$ cat src/rtl/hazard_stall_unit.sv
`default_nettype none
// ============================================================================
// Module   : hazard_stall_unit
// Brief    : Stall/flush controller for load-use, taken-branch and
//            data-memory-wait hazards, with wait timeout and perf counters.
// Revision : 1.0
// ============================================================================
module hazard_stall_unit #(
    parameter int TIMEOUT_CYC = 64,
    parameter int CNT_W       = 16
) (
    input  logic             clk_i,
    input  logic             rst_i,
    input  logic [4:0]       ID_Rs1_i,
    input  logic [4:0]       ID_Rs2_i,
    input  logic             ID_UseRs1_i,
    input  logic             ID_UseRs2_i,
    input  logic             EX_MemRead_i,
    input  logic [4:0]       EX_Rd_i,
    input  logic             ID_BranchTaken_i,
    input  logic             MEM_Req_i,
    input  logic             MEM_Ready_i,
    output logic             PC_Write_o,
    output logic             IFID_Write_o,
    output logic             IFID_Flush_o,
    output logic             IDEX_Bubble_o,
    output logic             EXMEM_Write_o,
    output logic             MEMWB_Bubble_o,
    output logic             Mem_Timeout_o,
    output logic [CNT_W-1:0] Stall_Cnt_o,
    output logic [CNT_W-1:0] LoadUse_Cnt_o,
    output logic [CNT_W-1:0] Flush_Cnt_o
);

    localparam int                c_WAIT_W   = $clog2(TIMEOUT_CYC + 1);
    localparam logic [c_WAIT_W-1:0] c_WAIT_ONE = c_WAIT_W'(1);
    localparam logic [c_WAIT_W-1:0] c_WAIT_MAX = c_WAIT_W'(TIMEOUT_CYC);
    localparam logic [CNT_W-1:0]  c_CNT_ONE  = CNT_W'(1);

    localparam logic [0:0] c_S_RUN  = 1'b0;
    localparam logic [0:0] c_S_WAIT = 1'b1;

    logic                r_state;
    logic                w_state_next;
    logic [c_WAIT_W-1:0] r_wait_cnt;
    logic [c_WAIT_W-1:0] w_wait_next;
    logic                r_timeout;
    logic [CNT_W-1:0]    r_stall_cnt;
    logic [CNT_W-1:0]    r_lu_cnt;
    logic [CNT_W-1:0]    r_flush_cnt;

    logic w_mem_stall;
    logic w_rs1_hit;
    logic w_rs2_hit;
    logic w_load_use;
    logic w_flush;

    assign w_mem_stall = MEM_Req_i & ~MEM_Ready_i;
    assign w_rs1_hit   = ID_UseRs1_i & (ID_Rs1_i == EX_Rd_i);
    assign w_rs2_hit   = ID_UseRs2_i & (ID_Rs2_i == EX_Rd_i);
    assign w_load_use  = EX_MemRead_i & (EX_Rd_i != 5'd0) & (w_rs1_hit | w_rs2_hit);
    // Flush only when neither higher-priority hazard holds the front end
    assign w_flush     = ID_BranchTaken_i & ~w_mem_stall & ~w_load_use;

    always_comb begin
        PC_Write_o     = 1'b1;
        IFID_Write_o   = 1'b1;
        IFID_Flush_o   = 1'b0;
        IDEX_Bubble_o  = 1'b0;
        EXMEM_Write_o  = 1'b1;
        MEMWB_Bubble_o = 1'b0;
        if (rst_i) begin
            PC_Write_o     = 1'b0;
            IFID_Write_o   = 1'b0;
            IFID_Flush_o   = 1'b1;
            IDEX_Bubble_o  = 1'b1;
            EXMEM_Write_o  = 1'b0;
            MEMWB_Bubble_o = 1'b1;
        end else if (w_mem_stall) begin
            PC_Write_o     = 1'b0;
            IFID_Write_o   = 1'b0;
            EXMEM_Write_o  = 1'b0;
            MEMWB_Bubble_o = 1'b1;
        end else if (w_load_use) begin
            PC_Write_o     = 1'b0;
            IFID_Write_o   = 1'b0;
            IDEX_Bubble_o  = 1'b1;
        end else if (w_flush) begin
            IFID_Flush_o   = 1'b1;
        end
    end

    always_comb begin
        w_state_next = r_state;
        w_wait_next  = r_wait_cnt;
        case (r_state)
            c_S_RUN: begin
                if (w_mem_stall) begin
                    w_state_next = c_S_WAIT;
                    w_wait_next  = c_WAIT_ONE;
                end
            end
            c_S_WAIT: begin
                if (w_mem_stall) begin
                    if (r_wait_cnt != c_WAIT_MAX) begin
                        w_wait_next = r_wait_cnt + c_WAIT_ONE;
                    end
                end else begin
                    w_state_next = c_S_RUN;
                    w_wait_next  = '0;
                end
            end
            default: begin
                w_state_next = c_S_RUN;
                w_wait_next  = '0;
            end
        endcase
    end

    always_ff @(posedge clk_i) begin
        if (rst_i) begin
            r_state    <= c_S_RUN;
            r_wait_cnt <= '0;
            r_timeout  <= 1'b0;
        end else begin
            r_state    <= w_state_next;
            r_wait_cnt <= w_wait_next;
            if (w_mem_stall && (w_wait_next == c_WAIT_MAX)) begin
                r_timeout <= 1'b1;
            end
        end
    end

    always_ff @(posedge clk_i) begin
        if (rst_i) begin
            r_stall_cnt <= '0;
            r_lu_cnt    <= '0;
            r_flush_cnt <= '0;
        end else begin
            if ((w_mem_stall || w_load_use) && (r_stall_cnt != '1)) begin
                r_stall_cnt <= r_stall_cnt + c_CNT_ONE;
            end
            if (w_load_use && (r_lu_cnt != '1)) begin
                r_lu_cnt <= r_lu_cnt + c_CNT_ONE;
            end
            if (w_flush && (r_flush_cnt != '1)) begin
                r_flush_cnt <= r_flush_cnt + c_CNT_ONE;
            end
        end
    end

    assign Mem_Timeout_o = r_timeout;
    assign Stall_Cnt_o   = r_stall_cnt;
    assign LoadUse_Cnt_o = r_lu_cnt;
    assign Flush_Cnt_o   = r_flush_cnt;

endmodule
`default_nettype wire

$ cat config.mk
export PLATFORM = sky130hd
export DESIGN_NAME = hazard_stall_unit
export DESIGN_NICKNAME = d
export VERILOG_FILES = /design/src/rtl/hazard_stall_unit.sv
export SDC_FILE = /design/constraint.sdc
export NUM_CORES = 1
export LEC_CHECK = 0
export BUFFER_PORTS_ARGS = -buffer_cell sky130_fd_sc_hd__buf_2
export CAP_MARGIN = 20
export CORE_ASPECT_RATIO = 0.9
export CORE_MARGIN = 8
export CORE_UTILIZATION = 58
export DETAILED_ROUTE_END_ITERATION = 16
export PLACE_DENSITY = 0.92
export SLEW_MARGIN = 20
export SYNTH_ARGS = -nofsm -noshare
export SYNTH_HDL_FRONTEND = slang
export SYNTH_SLANG_ARGS = --single-unit
$ cat constraint.sdc
create_clock -name clk_i -period 6.1 [get_ports clk_i]
set_input_delay 0.915 -clock clk_i [delete_from_list [all_inputs] [get_ports clk_i]]
set_output_delay 0.915 -clock clk_i [all_outputs]
set_load 0.01 [all_outputs]
==> reports/qor.txt, run 1 <==
Initial core utilization: 60.5%
Final TNS setup: 0 ps
Slew headroom: 48.0%
Hold Buf Count CTS: 0
Comb power frac: 8.4%
Layout cells sized above 1: 26.3%
Clock latency on the worst-skew pair: 340 ps
Initial antenna violation count: 0
PwrDens: 195 mW/mm^2
Post-Syn Area: 0.00320 mm^2
Yosys cell types: 60
Average size of a mapped cell: 8.25 um^2
DRT iter0 DRCs: 217
IO Count: 78
Hold wc startpoint: Flush_Cnt_o[1]
Least-Margin Pin Slew: 779 ps
Clock transition at path regs: 60 ps
Minimum clock period: 3630 ps
Ant diodes: 0
Top fanout value on the critical path: 15
Flop pwr share: 51.7%
Clk buf depth: 2
Drt pass-1 iters: 5
Max-slew violation count: 0
Int Power: 0.549 mW
Fin nets: 490
# H-tree levels: 3
P_leak: 1.52 nW
WL/cell: 16.3 um
Crit start category: primary input
Synth Flop Type: dfxtp_1
Vias in the first global route: 3144
Largest net degree at the start of global routing: 71
DRT Wirelength: 8680 um
Worst r2r src: Stall_Cnt_o[3]
Period utilization: 59.4%
Top cell type's share of synthesized area: 35.7%
CTS resizes: 0
DIE HEIGHT: 86.5 um
Finished Layout Cells: 531
Drc violations: 0
Post-synth top cells: dfxtp_1, nor2_1, nand2_1
Vias per cell: 6.23
Routed Antenna Nets: 0
Core outline area: 0.00529 mm^2
Fill count: 427
Setup Buffers After CTS: 0
Residual overflow from global routing: 0
Synth area leader: dfxtp_1
Yosys warns: 0
Switch Pwr: 0.186 mW
Die ar.: 0.00815 mm^2
Clock Sinks: 57
First-pass GRT wire length: 14400 um
GRT Util Overall: 21.6%
Via count: 3306
Final Skew: 7.39 ps
PortBufs: 77
Maxcap violations: 0
Critical path data arrival time: 2710 ps
Async S/R FF share, synth: 0%
Final setup vio count: 0
CP startpoint: EX_Rd_i[4]
TritonCTS Buffers: 9
Setup crit end kind: output pin
F_max: 0.276 GHz
Final Wtd Congestion: 0.879
Most numerous cell in the Yosys netlist: dfxtp_1
Cells after DPL: 518
Post-synth EDFFs: 0
Area Growth Syn to Fin: 17.6%
DPL Wire Length: 6360 um
HP Class: reg2reg
Sw Share: 25.3%
Sequential share of the synthesized area: 35.7%
Synth area leaders: dfxtp_1, nor2_1, mux2_2
Number of synthesized register bits: 57
Status: complete, no violations
Post-Synthesis Cells: 388
FP Rows: 25
WS Path Type: in2out
Fin. Hold Viols: 0
CTS tree: built
Worst hold slack: 485 ps
CP Data Required Time: 5180 ps
Clk network pwr share: 39.9%
Peak supply drop: 111 uV
Syn_nets: 416
RSZ-0062 raised after global routing: no
Die width: 94.3 um
Root Driver: clkbuf_8
registers in the layout, indices dropped and copies added, names as in the netlist:
register / cells
r_state: 1
Mem_Timeout_o: 1
Stall_Cnt_o: 16
LoadUse_Cnt_o: 16
r_wait_cnt: 7
Flush_Cnt_o: 16
cell type report:
type / instances / area [um^2] / share of cell area [%]
Timing Repair Buffer: 78 / 393 / 10.4
Sequential cell: 57 / 1140 / 30.3
Tap cell: 67 / 83.8 / 2.23
Clock inverter: 1 / 5.00 / 0.133
Inverter: 9 / 33.8 / 0.898
Multi-Input combinational cell: 307 / 1960 / 52.1
Clock buffer: 12 / 145 / 3.86
worst max-delay path, stage by stage:
cell and delay (ps):
buf_2 130, xnor2_1 170, nand4_1 140, o22a_1 450, nor2_2 540, o21ai_0 190, buf_2 170
power by group through the flow:
| stage | sequential (mW) | combinational (mW) | clock [mW] |
|---|---|---|---|
| global placement | 0.388 | 0.0581 | 0 |
| floorplan | 0.388 | 0.0374 | 0 |
| CTS | 0.380 | 0.0617 | 0.292 |
| detailed placement | 0.388 | 0.0617 | 0 |
| finish | 0.380 | 0.0620 | 0.293 |
| global route | 0.381 | 0.0675 | 0.309 |
cell usage in the layout, fill, tap and decap left out, drive strengths merged, types with 7 or more instances in the layout:
cell,synthesis,final
mux2,14,14
inv,8,8
xnor2,18,18
nand2,24,24
nand3,21,21
nor2,57,57
a21oi,21,21
xor2,7,7
nor3,9,9
clkbuf,10,12
dfxtp,57,57
nor4,13,13
nand4,16,16
nor2b,16,16
o21ai,21,21
buf,5,78
layer usage:
metal,vias up,share of wire (%),GRT usage (%)
met2,147,47,35.5
met5,-,0,0
li1,1566,-,-
met3,20,9.0,6.82
met1,1573,41,25.0
met4,0,2.3,9.78
logic make-up (layout without fill, tap and decap cells):
kind of cell               count (synthesis)  in the layout  synth area share, %
adders and majority gates                  5              5                 1.95
xor gates and xnor gates                  25             25                 6.84
buffers and inverters                     24            100                 3.05
DFF                                       57             57                 35.7
AOI/OAI and AO/OA                         72             72                 14.9
muxes                                     16             16                 5.55
and+or+nand+nor                          189            189                 32.1
per-stage QoR:
| step | worst slack, ps | util [%] | power [mW] | area, um^2 |
|---|---|---|---|---|
| after detailed placement | 2500 | 68.4 | 0.450 | 3610 |
| after floorplan | 2860 | - | 0.426 | 3200 |
| after global routing | 2340 | 71.2 | 0.758 | 3760 |
| after global placement | 2570 | 68.4 | 0.446 | 3610 |
| after CTS | 2500 | 71.2 | 0.733 | 3760 |
| final | 2470 | 71.2 | 0.735 | 3760 |
path summary, 6_finish.rpt:
path                            cells after the start               to  slack [ps]
worst min register to register                      2   Flush_Cnt_o[1]         480
worst max-delay path                                7     IFID_Flush_o        2470
worst min-delay path                                2   Flush_Cnt_o[1]         480
worst max register to register                      6  Stall_Cnt_o[15]        3620
Note: power is estimated with default switching activity, not from simulation.
==> run 2: changes to the inputs <==
CORE_UTILIZATION = 54   (was 58)
PLACE_DENSITY = 0.87   (was 0.92)
clock period = 3.7 ns   (was 6.1 ns; I/O delays follow)
==> run 2 against run 1 <==
Against the previous run: critical path depth is the same; global-route usage is 2.1 points lower; clock power is 110% higher; routed wire length is 4.3% lower; non-clock buffer count is the same; combinational power rose by 61%; hold slack improved by 6.8 ps; highest routed layer unchanged; die area grew 6.1%; design area increased by 1.6%.
==> reports/qor.txt, run 2 (synthesis gave the netlist of run 1 again) <==
Slew headroom: 49.5% (+1.6 points)
P_leak: 1.55 nW (+1.9%)
Drc violations: 0 (unchanged)
Via count: 3162 (-4.4%)
Fin nets: 490 (unchanged)
Final Wtd Congestion: 0.848 (-3.4%)
Int Power: 1.02 mW (+86%)
Hold endpoint: Mem_Timeout_o
Max-slew violation count: 0 (unchanged)
Vias in the first global route: 3102 (-1.3%)
PortBufs: 77 (unchanged)
Clock latency on the worst-skew pair: 340 ps (about the same)
Leading cell type in the layout, fill and taps excluded: buf_2
Peak supply drop: 292 uV (+160%)
Fin worst setup slack: 818 ps (-1660 ps)
CP Data Required Time: 3140 ps (-2040 ps)
Final TNS setup: 0 ps (unchanged)
Routed Antenna Nets: 0 (unchanged)
Die ar.: 0.00865 mm^2 (+6.1%)
DRT iter0 DRCs: 155 (-29%)
Status: complete, no violations
Pre-CTS setup slack: 830 ps (-1670 ps)
Sw Share: 23.6% (-1.6 points)
Initial antenna violation count: 0 (unchanged)
PwrDens: 350 mW/mm^2 (+79%)
Most frequent cells in the layout: buf_2, dfxtp_1, nor2_1
Worst r2r src: Stall_Cnt_o[4]
Ant diodes: 0 (unchanged)
Hold Buf Count CTS: 0 (unchanged)
Hold path depth: 1 (-1)
Crit-path max cell delay: 530 ps (about the same)
Hold wc startpoint: Mem_Timeout_o
Worst hold slack: 492 ps (+6.79 ps)
F_max: 0.347 GHz
Setup crit end kind: output pin
Top cell by count, worst path: buf_2
Clk network pwr share: 45.7% (+5.8 points)
Initial core utilization: 56.2% (-4.3 points)
Delay-heaviest family, CP: simple AND/OR/NAND/NOR gates
DRT Wirelength: 8300 um (-4.3%)
DPL Wire Length: 6100 um (-4.0%)
HP Class: reg2reg
Switch Pwr: 0.316 mW (+70%)
WL/cell: 15.5 um (-5.4%)
WS Path Type: in2out
Reg2Reg Setup Slack: 1240 ps (-2380 ps)
CP cell instances: buf_2 -> xnor2_1 -> nand4_1 -> o22a_1 -> nor2_2 -> o21ai_0 -> buf_2
Worst Path Buf+Inv: 2 (unchanged)
IO Count: 78 (unchanged)
Top fanout value on the critical path: 15 (unchanged)
Setup Buffers After CTS: 0 (unchanged)
Core outline area: 0.00569 mm^2 (+7.7%)
Drt pass-1 iters: 4 (-1)
TritonCTS Buffers: 9 (unchanged)
Crit start category: primary input
First-pass GRT wire length: 14000 um (-2.8%)
Area Growth Syn to Fin: 19.5%
Worst reg2reg endpoint: Stall_Cnt_o[7]
Final core utilization: 67.2% (-4.0 points)
Least-Margin Pin Slew: 757 ps (-21.7 ps)
Largest net degree at the start of global routing: 70 (-1.4%)
Die width: 97.2 um (+3.0%)
Critical path data arrival time: 2330 ps (-380 ps)
FP Rows: 26 (+4.0%)
Root Driver: clkbuf_8
Final Skew: 4.41 ps (-2.99 ps)
Clock Sinks: 57 (unchanged)
Comb power frac: 7.5% (-0.9 points)
CTS tree: built
Maxcap violations: 0 (unchanged)
Final setup vio count: 0 (unchanged)
# H-tree levels: 3 (unchanged)
Residual overflow from global routing: 0 (unchanged)
Minimum clock period: 2880 ps
Flop pwr share: 46.8% (-4.9 points)
Crit-path slowest cell: nor2_2
DIE HEIGHT: 89.0 um (+3.0%)
RSZ-0062 raised after global routing: no
Vias per cell: 5.89 (-5.4%)
Clk buf depth: 2 (unchanged)
Worst reg2reg path depth: 6 (unchanged)
Layout cells sized above 1: 26.8% (+0.47 points)
Clock transition at path regs: 60 ps (about the same)
Period utilization: 77.9%
CTS resizes: 0 (unchanged)
Fin. Hold Viols: 0 (unchanged)
GRT Util Overall: 19.5% (-2.1 points)
## run 2: cell count changes in the layout (fill, tap and decap cells not counted), sizes merged
cell | previous run | this run
clkbuf | 12 | 14
bufinv | 0 | 1
## run 2: per-layer routing
metal / GRT usage [%] / routed length, um / vias to the layer above
met1: 20.8 / 3510 / 1465
met4: 10.0 / 195 / 0
met2: 32.6 / 3940 / 106
li1: - / - / 1569
met3: 8.50 / 661 / 22
met5: 0 / 0 / -
## run 2: power by group through the flow
| stage | Clock [mW] | Sequential (mW) | Combinational, mW |
|---|---|---|---|
| 3_5_place_dp | 0 | 0.640 | 0.100 |
| 4_1_cts | 0.623 | 0.626 | 0.100 |
| 3_3_place_gp | 0 | 0.639 | 0.0956 |
| 6_report | 0.612 | 0.626 | 0.0999 |
| 5_1_grt | 0.654 | 0.627 | 0.111 |
| 2_1_floorplan | 0 | 0.640 | 0.0617 |
## run 2: final cells by class
| type | count | area, um^2 |
|---|---|---|
| Multi-Input combinational cell | 307 | 1960 |
| Fill cell | 473 | 1870 |
| Sequential cell | 57 | 1140 |
| Timing Repair Buffer | 78 | 393 |
| Clock buffer | 14 | 173 |
| Tap cell | 70 | 87.6 |
| Clock inverter | 2 | 35.0 |
| Inverter | 9 | 33.8 |
## run 2: worst max path at each step
stage,startpoint,end,cells past startpoint
6_report,EX_Rd_i[1],IFID_Flush_o,7
5_1_grt,EX_Rd_i[0],IFID_Flush_o,7
4_1_cts,EX_Rd_i[1],IFID_Flush_o,7
3_5_place_dp,EX_Rd_i[1],IFID_Flush_o,7
3_3_place_gp,EX_Rd_i[0],IDEX_Bubble_o,6
2_1_floorplan,EX_Rd_i[0],PC_Write_o,6
## run 2: stage by stage
stage	instances	cell area (um^2)	total power [mW]
finish	537	3820	1.34
CTS	537	3820	1.35
floorplan	388	3200	0.702
global placement	521	3620	0.735
global route	537	3820	1.39
detailed placement	521	3620	0.740
